===== config.mk =====
export PLATFORM = sky130hd
export DESIGN_NAME = tt_um_uart
export DESIGN_NICKNAME = d
export VERILOG_FILES = /design/src/rtl/uart_pkg.sv /design/src/rtl/uart_if.sv /design/src/rtl/uart_rx.sv /design/src/rtl/uart_tx.sv /design/src/rtl/tt_um_uart.sv
export SDC_FILE = /design/constraint.sdc
export NUM_CORES = 1
export LEC_CHECK = 0
export CORE_MARGIN = 2
export CORE_UTILIZATION = 39
export DETAILED_ROUTE_END_ITERATION = 8
export PLACE_DENSITY = 0.58
export REMOVE_ABC_BUFFERS = 1
export SLEW_MARGIN = 20
export SYNTH_ARGS = -nofsm -noshare
export SYNTH_HDL_FRONTEND = slang
export SYNTH_HIERARCHICAL = 1
export SYNTH_SLANG_ARGS = --single-unit

===== constraint.sdc =====
create_clock -name clk -period 5.9 [get_ports clk]
set_input_delay 1.18 -clock clk [delete_from_list [all_inputs] [get_ports clk]]
set_output_delay 1.18 -clock clk [all_outputs]
set_load 0.05 [all_outputs]

===== src/rtl/uart_pkg.sv =====
// Shared types and constants for the 8N1 UART transmitter and receiver.
package uart_pkg;

  localparam int NUM_BITS = 8;

  typedef enum logic [1:0] {
    TX_IDLE,
    TX_START,
    TX_DATA,
    TX_STOP
  } tx_state_t;

  typedef enum logic [1:0] {
    RX_IDLE,
    RX_START,
    RX_DATA,
    RX_STOP
  } rx_state_t;

endpackage


===== src/rtl/uart_if.sv =====
// Byte-side handshake between the pin wrapper and one UART direction.
// The master drives the byte, its strobe and an error flag; the slave reports busy.
interface uart_if;
  import uart_pkg::*;

  logic [NUM_BITS-1:0] data;
  logic                valid;
  logic                err;
  logic                busy;

  modport master (output data, output valid, output err, input busy);
  modport slave  (input data, input valid, input err, output busy);
endinterface


===== src/rtl/uart_rx.sv =====
// 8N1 serial receiver with a two-flop input synchronizer and centre-of-bit sampling.
// state    | meaning
// RX_IDLE  | waiting for a low line after having seen it high
// RX_START | half-bit wait, then confirm start bit (1 = glitch)
// RX_DATA  | sample 8 data bits at bit centres, LSB first
// RX_STOP  | sample stop bit; pulse valid or frame error
module uart_rx
  import uart_pkg::*;
#(
  parameter int CLKS_PER_BIT = 87
) (
  input  logic   clk,
  input  logic   rst,
  input  logic   line,
  uart_if.master bus
);

  localparam int TW = $clog2(CLKS_PER_BIT);
  localparam int BW = $clog2(NUM_BITS);
  localparam logic [TW-1:0] TICK_LOAD = TW'(CLKS_PER_BIT - 1);
  localparam logic [TW-1:0] HALF_LOAD = TW'(CLKS_PER_BIT / 2 - 1);
  localparam logic [BW-1:0] LAST_BIT  = BW'(NUM_BITS - 1);

  rx_state_t           state;
  logic                sync1;
  logic                sync2;
  logic                armed;
  logic [TW-1:0]       tick;
  logic [BW-1:0]       bits_left;
  logic [NUM_BITS-1:0] shreg;
  logic [NUM_BITS-1:0] data_q;
  logic                valid_q;
  logic                err_q;

  wire unused_busy = bus.busy;

  assign bus.data  = data_q;
  assign bus.valid = valid_q;
  assign bus.err   = err_q;

  always_ff @(posedge clk) begin
    if (rst) begin
      sync1     <= 1'b1;
      sync2     <= 1'b1;
      state     <= RX_IDLE;
      armed     <= 1'b0;
      tick      <= '0;
      bits_left <= '0;
      shreg     <= '0;
      data_q    <= '0;
      valid_q   <= 1'b0;
      err_q     <= 1'b0;
    end else begin
      sync1   <= line;
      sync2   <= sync1;
      valid_q <= 1'b0;
      err_q   <= 1'b0;
      case (state)
        RX_IDLE: begin
          // A start is only accepted once the line has been seen high again.
          if (!sync2 && armed) begin
            tick  <= HALF_LOAD;
            state <= RX_START;
          end else if (sync2) begin
            armed <= 1'b1;
          end
        end
        RX_START: begin
          if (tick == '0) begin
            if (sync2) begin
              armed <= 1'b0;
              state <= RX_IDLE;
            end else begin
              tick      <= TICK_LOAD;
              bits_left <= LAST_BIT;
              state     <= RX_DATA;
            end
          end else begin
            tick <= tick - 1'b1;
          end
        end
        RX_DATA: begin
          if (tick == '0) begin
            shreg <= {sync2, shreg[NUM_BITS-1:1]};
            tick  <= TICK_LOAD;
            if (bits_left == '0) begin
              state <= RX_STOP;
            end else begin
              bits_left <= bits_left - 1'b1;
            end
          end else begin
            tick <= tick - 1'b1;
          end
        end
        RX_STOP: begin
          if (tick == '0) begin
            if (sync2) begin
              data_q  <= shreg;
              valid_q <= 1'b1;
            end else begin
              err_q <= 1'b1;
            end
            armed <= 1'b0;
            state <= RX_IDLE;
          end else begin
            tick <= tick - 1'b1;
          end
        end
        default: state <= RX_IDLE;
      endcase
    end
  end

endmodule


===== src/rtl/uart_tx.sv =====
// 8N1 serial transmitter: latches a byte on valid while idle and shifts it out LSB first.
// state    | meaning
// TX_IDLE  | line high, waiting for valid
// TX_START | start bit (0) on the line
// TX_DATA  | data bits, LSB first
// TX_STOP  | stop bit (1); busy drops when it completes
module uart_tx
  import uart_pkg::*;
#(
  parameter int CLKS_PER_BIT = 87
) (
  input  logic   clk,
  input  logic   rst,
  uart_if.slave  bus,
  output logic   line
);

  localparam int TW = $clog2(CLKS_PER_BIT);
  localparam int BW = $clog2(NUM_BITS);
  localparam logic [TW-1:0] TICK_LOAD = TW'(CLKS_PER_BIT - 1);
  localparam logic [BW-1:0] LAST_BIT  = BW'(NUM_BITS - 1);

  tx_state_t           state;
  logic [TW-1:0]       tick;
  logic [BW-1:0]       bits_left;
  logic [NUM_BITS-1:0] shreg;
  logic                busy_q;

  wire unused_err = bus.err;

  assign bus.busy = busy_q;

  always_ff @(posedge clk) begin
    if (rst) begin
      state     <= TX_IDLE;
      tick      <= '0;
      bits_left <= '0;
      shreg     <= '0;
      line      <= 1'b1;
      busy_q    <= 1'b0;
    end else begin
      case (state)
        TX_IDLE: begin
          if (bus.valid) begin
            shreg  <= bus.data;
            line   <= 1'b0;
            busy_q <= 1'b1;
            tick   <= TICK_LOAD;
            state  <= TX_START;
          end
        end
        TX_START: begin
          if (tick == '0) begin
            line      <= shreg[0];
            shreg     <= {1'b0, shreg[NUM_BITS-1:1]};
            bits_left <= LAST_BIT;
            tick      <= TICK_LOAD;
            state     <= TX_DATA;
          end else begin
            tick <= tick - 1'b1;
          end
        end
        TX_DATA: begin
          if (tick == '0) begin
            tick <= TICK_LOAD;
            if (bits_left == '0) begin
              line  <= 1'b1;
              state <= TX_STOP;
            end else begin
              line      <= shreg[0];
              shreg     <= {1'b0, shreg[NUM_BITS-1:1]};
              bits_left <= bits_left - 1'b1;
            end
          end else begin
            tick <= tick - 1'b1;
          end
        end
        TX_STOP: begin
          // Returning to idle guarantees at least one non-busy cycle between frames.
          if (tick == '0) begin
            busy_q <= 1'b0;
            state  <= TX_IDLE;
          end else begin
            tick <= tick - 1'b1;
          end
        end
        default: state <= TX_IDLE;
      endcase
    end
  end

endmodule


===== src/rtl/tt_um_uart.sv =====
// Tiny Tapeout pin wrapper around independent UART transmit and receive paths.
// rst_n is active-high despite its name; the name follows the template pinout.
module tt_um_uart
  import uart_pkg::*;
#(
  parameter int CLKS_PER_BIT = 87
) (
  input  logic       clk,
  input  logic       rst_n,
  input  logic [7:0] ui_in,
  output logic [7:0] uo_out,
  input  logic [7:0] uio_in,
  output logic [7:0] uio_out,
  output logic [7:0] uio_oe,
  input  logic       ena
);

  uart_if tx_bus ();
  uart_if rx_bus ();

  logic tx_line;

  wire unused_pins = &{ena, uio_in[7:2], 1'b0};

  assign tx_bus.data  = ui_in[NUM_BITS-1:0];
  assign tx_bus.valid = uio_in[1];
  assign tx_bus.err   = 1'b0;
  assign rx_bus.busy  = 1'b0;

  uart_tx #(.CLKS_PER_BIT(CLKS_PER_BIT)) u_tx (
    .clk  (clk),
    .rst  (rst_n),
    .bus  (tx_bus.slave),
    .line (tx_line)
  );

  uart_rx #(.CLKS_PER_BIT(CLKS_PER_BIT)) u_rx (
    .clk  (clk),
    .rst  (rst_n),
    .line (uio_in[0]),
    .bus  (rx_bus.master)
  );

  assign uo_out  = rx_bus.data;
  assign uio_out = {2'b00, rx_bus.err, rx_bus.valid, tx_bus.busy, tx_line, 2'b00};
  assign uio_oe  = 8'b0011_1100;

endmodule


==> results.toml <==
[outcome]
status = "finished clean"

[worst_setup_path]
critPathRequiredTime_ns = 6.13
crit_buf_inv = 1
path_class = "primary input to flip-flop"
start_kind = "primary input"
crit_chain = "clkdlybuf4s50_1 -> nor2b_1 -> nor2_1 -> and2_1 -> a211oi_1"
worstPathMaxFanout = 10
reg2reg_from = "u_tx/state[0]"
endpoint_kind = "flip-flop"
slowest_delay_ns = 0.55
ff2ff_setup_slack_ns = 3.51
r2r_cells = 6
slowest_stage = "nor2b_1"
crit_cells = 5
cp_top_family = "simple AND/OR/NAND/NOR gates"
critPathCapture = "u_tx/shreg[0]"
worstPathArrival_ns = 3.15
startpoint = "uio_in[1]"
rr_endpoint = "u_tx/tick[2]"

[sta]
max_freq_mhz = 342.1
final.min_clock_period_ns = 2.923
setup_viol = 0
worstMarginPinSlew_ns = 0.8410
maxSlewViolCount = 0
clock_skew_ns = 0.01343
timing.final.crit_share_pct = 49.55
max_slew_margin_pct = 43.46
final.setup.tns_ns = 0
hold_violations = 0
rsz0062_at_grt = "no"

[finish]
fin_util_pct = 44.49
drive_gt1_share_pct = 8.242
final-instance-count-excl-fill = 466
fillers = 771
syn_to_final_growth_pct = 9.821
final_nets = 400
antennaDiodeCount = 0

[synthesis]
ys_types = 63
synthFlopType = "dfxtp_1"
post-synth-top-count-cell = "dfxtp_1"
avgSynthCellArea_sq_um = 8.814
ys_top_cells_by_area = "dfxtp_1 35%, mux2i_1 7.6%, ha_1 7.2%"
synth_common_cells = "55 x dfxtp_1, 43 x nor2_1, 26 x a21oi_1"
synth-async-reset-ratio_pct = 0
synth-edff-count = 0
synthCells = 357
syn-cell-area_sq_um = 3147
synth-seq-cells = 55
yosysWarnings = 6
seq_area_frac_synth_pct = 34.99
synth_top_area_share_pct = 34.99
synth_largest_area_cell = "dfxtp_1"

[clock_network]
cts_tree = "built"
h-tree-depth = 2
post_cts_resized = 0
clk_pin_slew_ns = 0.10
numCtsBuffers = 5
cts-root-buf = "clkbuf_8"
cts_buffer_depth = 2
cts_setup_buffers = 0
cts.sinks = 55
clkLatencyLatePin_ns = 0.32
cts_hold_buffers = 0

[power_and_ir_drop]
power_density_nw_per_um2 = 465.6
vdd_drop_max_v = 0.0002351
p_leak_nw = 1.379

[die]
die_area_sq_um = 8803
ios = 43
row_count = 32
die_w_microns = 93.83
coreArea_sq_um = 7767
floorplan.initialDensity_pct = 40.51
die-height_microns = 93.83

[detailed_routing]
vias = 2490
drt.antenna.violating_nets = 0
wl_per_cell_microns = 13.33
drtPass1Iterations = 4
vias_per_cell = 5.343
routed_wl_microns = 6210
drc_errors = 0
drtIter0Drc = 147

[placement]
hpwl_microns = 4460
dp.cells = 458
place_congestion = 0.7622
portBuffers = 23

[global_route]
grt_util_all_layers_pct = 15.34
antenna_found_initial = 0
grt_pass1_vias = 2447
grt_pass1_wl_microns = 11190
grt_start_max_net_pins = 31
globalRouteOverflowTotal = 0

[worst_hold_path]
hold_class = "flip-flop to flip-flop"

[run]
drv_cap = 0
-- how the worst min path moves through the flow --
stage	from	end	slack, ns	depth (start not counted)
2_1_floorplan	u_rx/sync1	u_rx/sync2	0.39	1
3_5_place_dp	u_rx/sync1	u_rx/sync2	0.40	1
4_1_cts	u_rx/sync1	u_rx/sync2	0.43	1
6_report	u_rx/sync1	u_rx/sync2	0.42	1
3_3_place_gp	u_rx/sync1	u_rx/sync2	0.39	1
5_1_grt	u_rx/sync1	u_rx/sync2	0.44	1
-- layer usage --
layer	vias to the layer above	part of all wire, %	track usage [%]
li1	1267	-	-
met1	1177	49	20.45
met2	40	47	25.65
met3	6	2.9	2.568
met4	0	1.3	4.106
met5	-	0	0
-- stage by stage --
step	hold WS, ns	setup WS (ns)	power, mW	cell area, sq um
after floorplan	0.3895	3.521	1.171	2979
after global routing	0.4441	2.862	1.749	3456
final	0.4206	2.977	1.609	3456
after global placement	0.3921	2.682	1.339	3339
after detailed placement	0.3992	2.654	1.356	3339
after CTS	0.4257	2.980	1.624	3456
-- cell families (layout without fill, tap and decap cells) --
group	count (synthesis)	in the layout	synth area share, %
adders and majority gates	18	18	7.157
buffers and inverters	55	52	8.906
muxes	25	25	7.992
xor gates and xnor gates	2	2	0.5568
AOI/OAI and AO/OA	91	91	21.67
other	2	12	0.2387
and+or+nand+nor	109	109	18.49
DFF	55	55	34.99
-- cell usage in the layout, fill, tap and decap left out, types with 3 or more instances in the layout --
cell type / netlist / layout
o211ai_1: 3 / 3
o221ai_1: 3 / 3
nand2b_1: 9 / 9
nor3b_1: 4 / 4
conb_1: 2 / 12
nand3b_1: 3 / 3
a211oi_2: 6 / 6
clkbuf_8: 0 / 5
a311oi_1: 6 / 6
clkdlybuf4s50_1: 0 / 22
ha_1: 18 / 18
or2_2: 4 / 4
o21ai_0: 11 / 11
a21oi_1: 26 / 26
a31oi_1: 6 / 6
nor3_1: 5 / 5
nand2_1: 9 / 9
inv_1: 20 / 20
a211oi_1: 5 / 5
dfxtp_1: 55 / 55
mux2i_1: 24 / 24
nor2b_1: 4 / 4
nor2_1: 43 / 43
nand3_1: 9 / 9
-- registers in the layout (all words and copies together) (netlist names), named ones only --
name and count:
u_rx/bus.data 8, u_rx/shreg 8, u_tx/shreg 8, u_rx/tick 7, u_tx/tick 7, u_rx/bits_left 3, u_tx/bits_left 3, u_tx/state 2
u_rx/armed 1, u_rx/bus.err 1, u_rx/bus.valid 1, u_rx/state 1, u_rx/sync1 1, u_rx/sync2 1, u_tx/bus.busy 1, u_tx/line 1
-- final cells by class --
type / count / area, sq um / share of cell area, %
inverter: 20 / 75.07 / 2.172
sequential: 55 / 1101 / 31.86
tap: 102 / 127.6 / 3.693
clock buffer: 5 / 68.82 / 1.991
multi-input combinational: 257 / 1803 / 52.17
clock inverter: 3 / 47.55 / 1.376
timing repair buffer: 24 / 232.7 / 6.734
-- power by group --
group	leakage, nW	total (mW)	switching (mW)	internal, mW
Combinational	0.871	0.831	0.504	0.326
Clock	0.0587	0.262	0.133	0.129
Sequential	0.450	0.517	0.0657	0.451
Note: power is estimated with default switching activity, not from simulation.
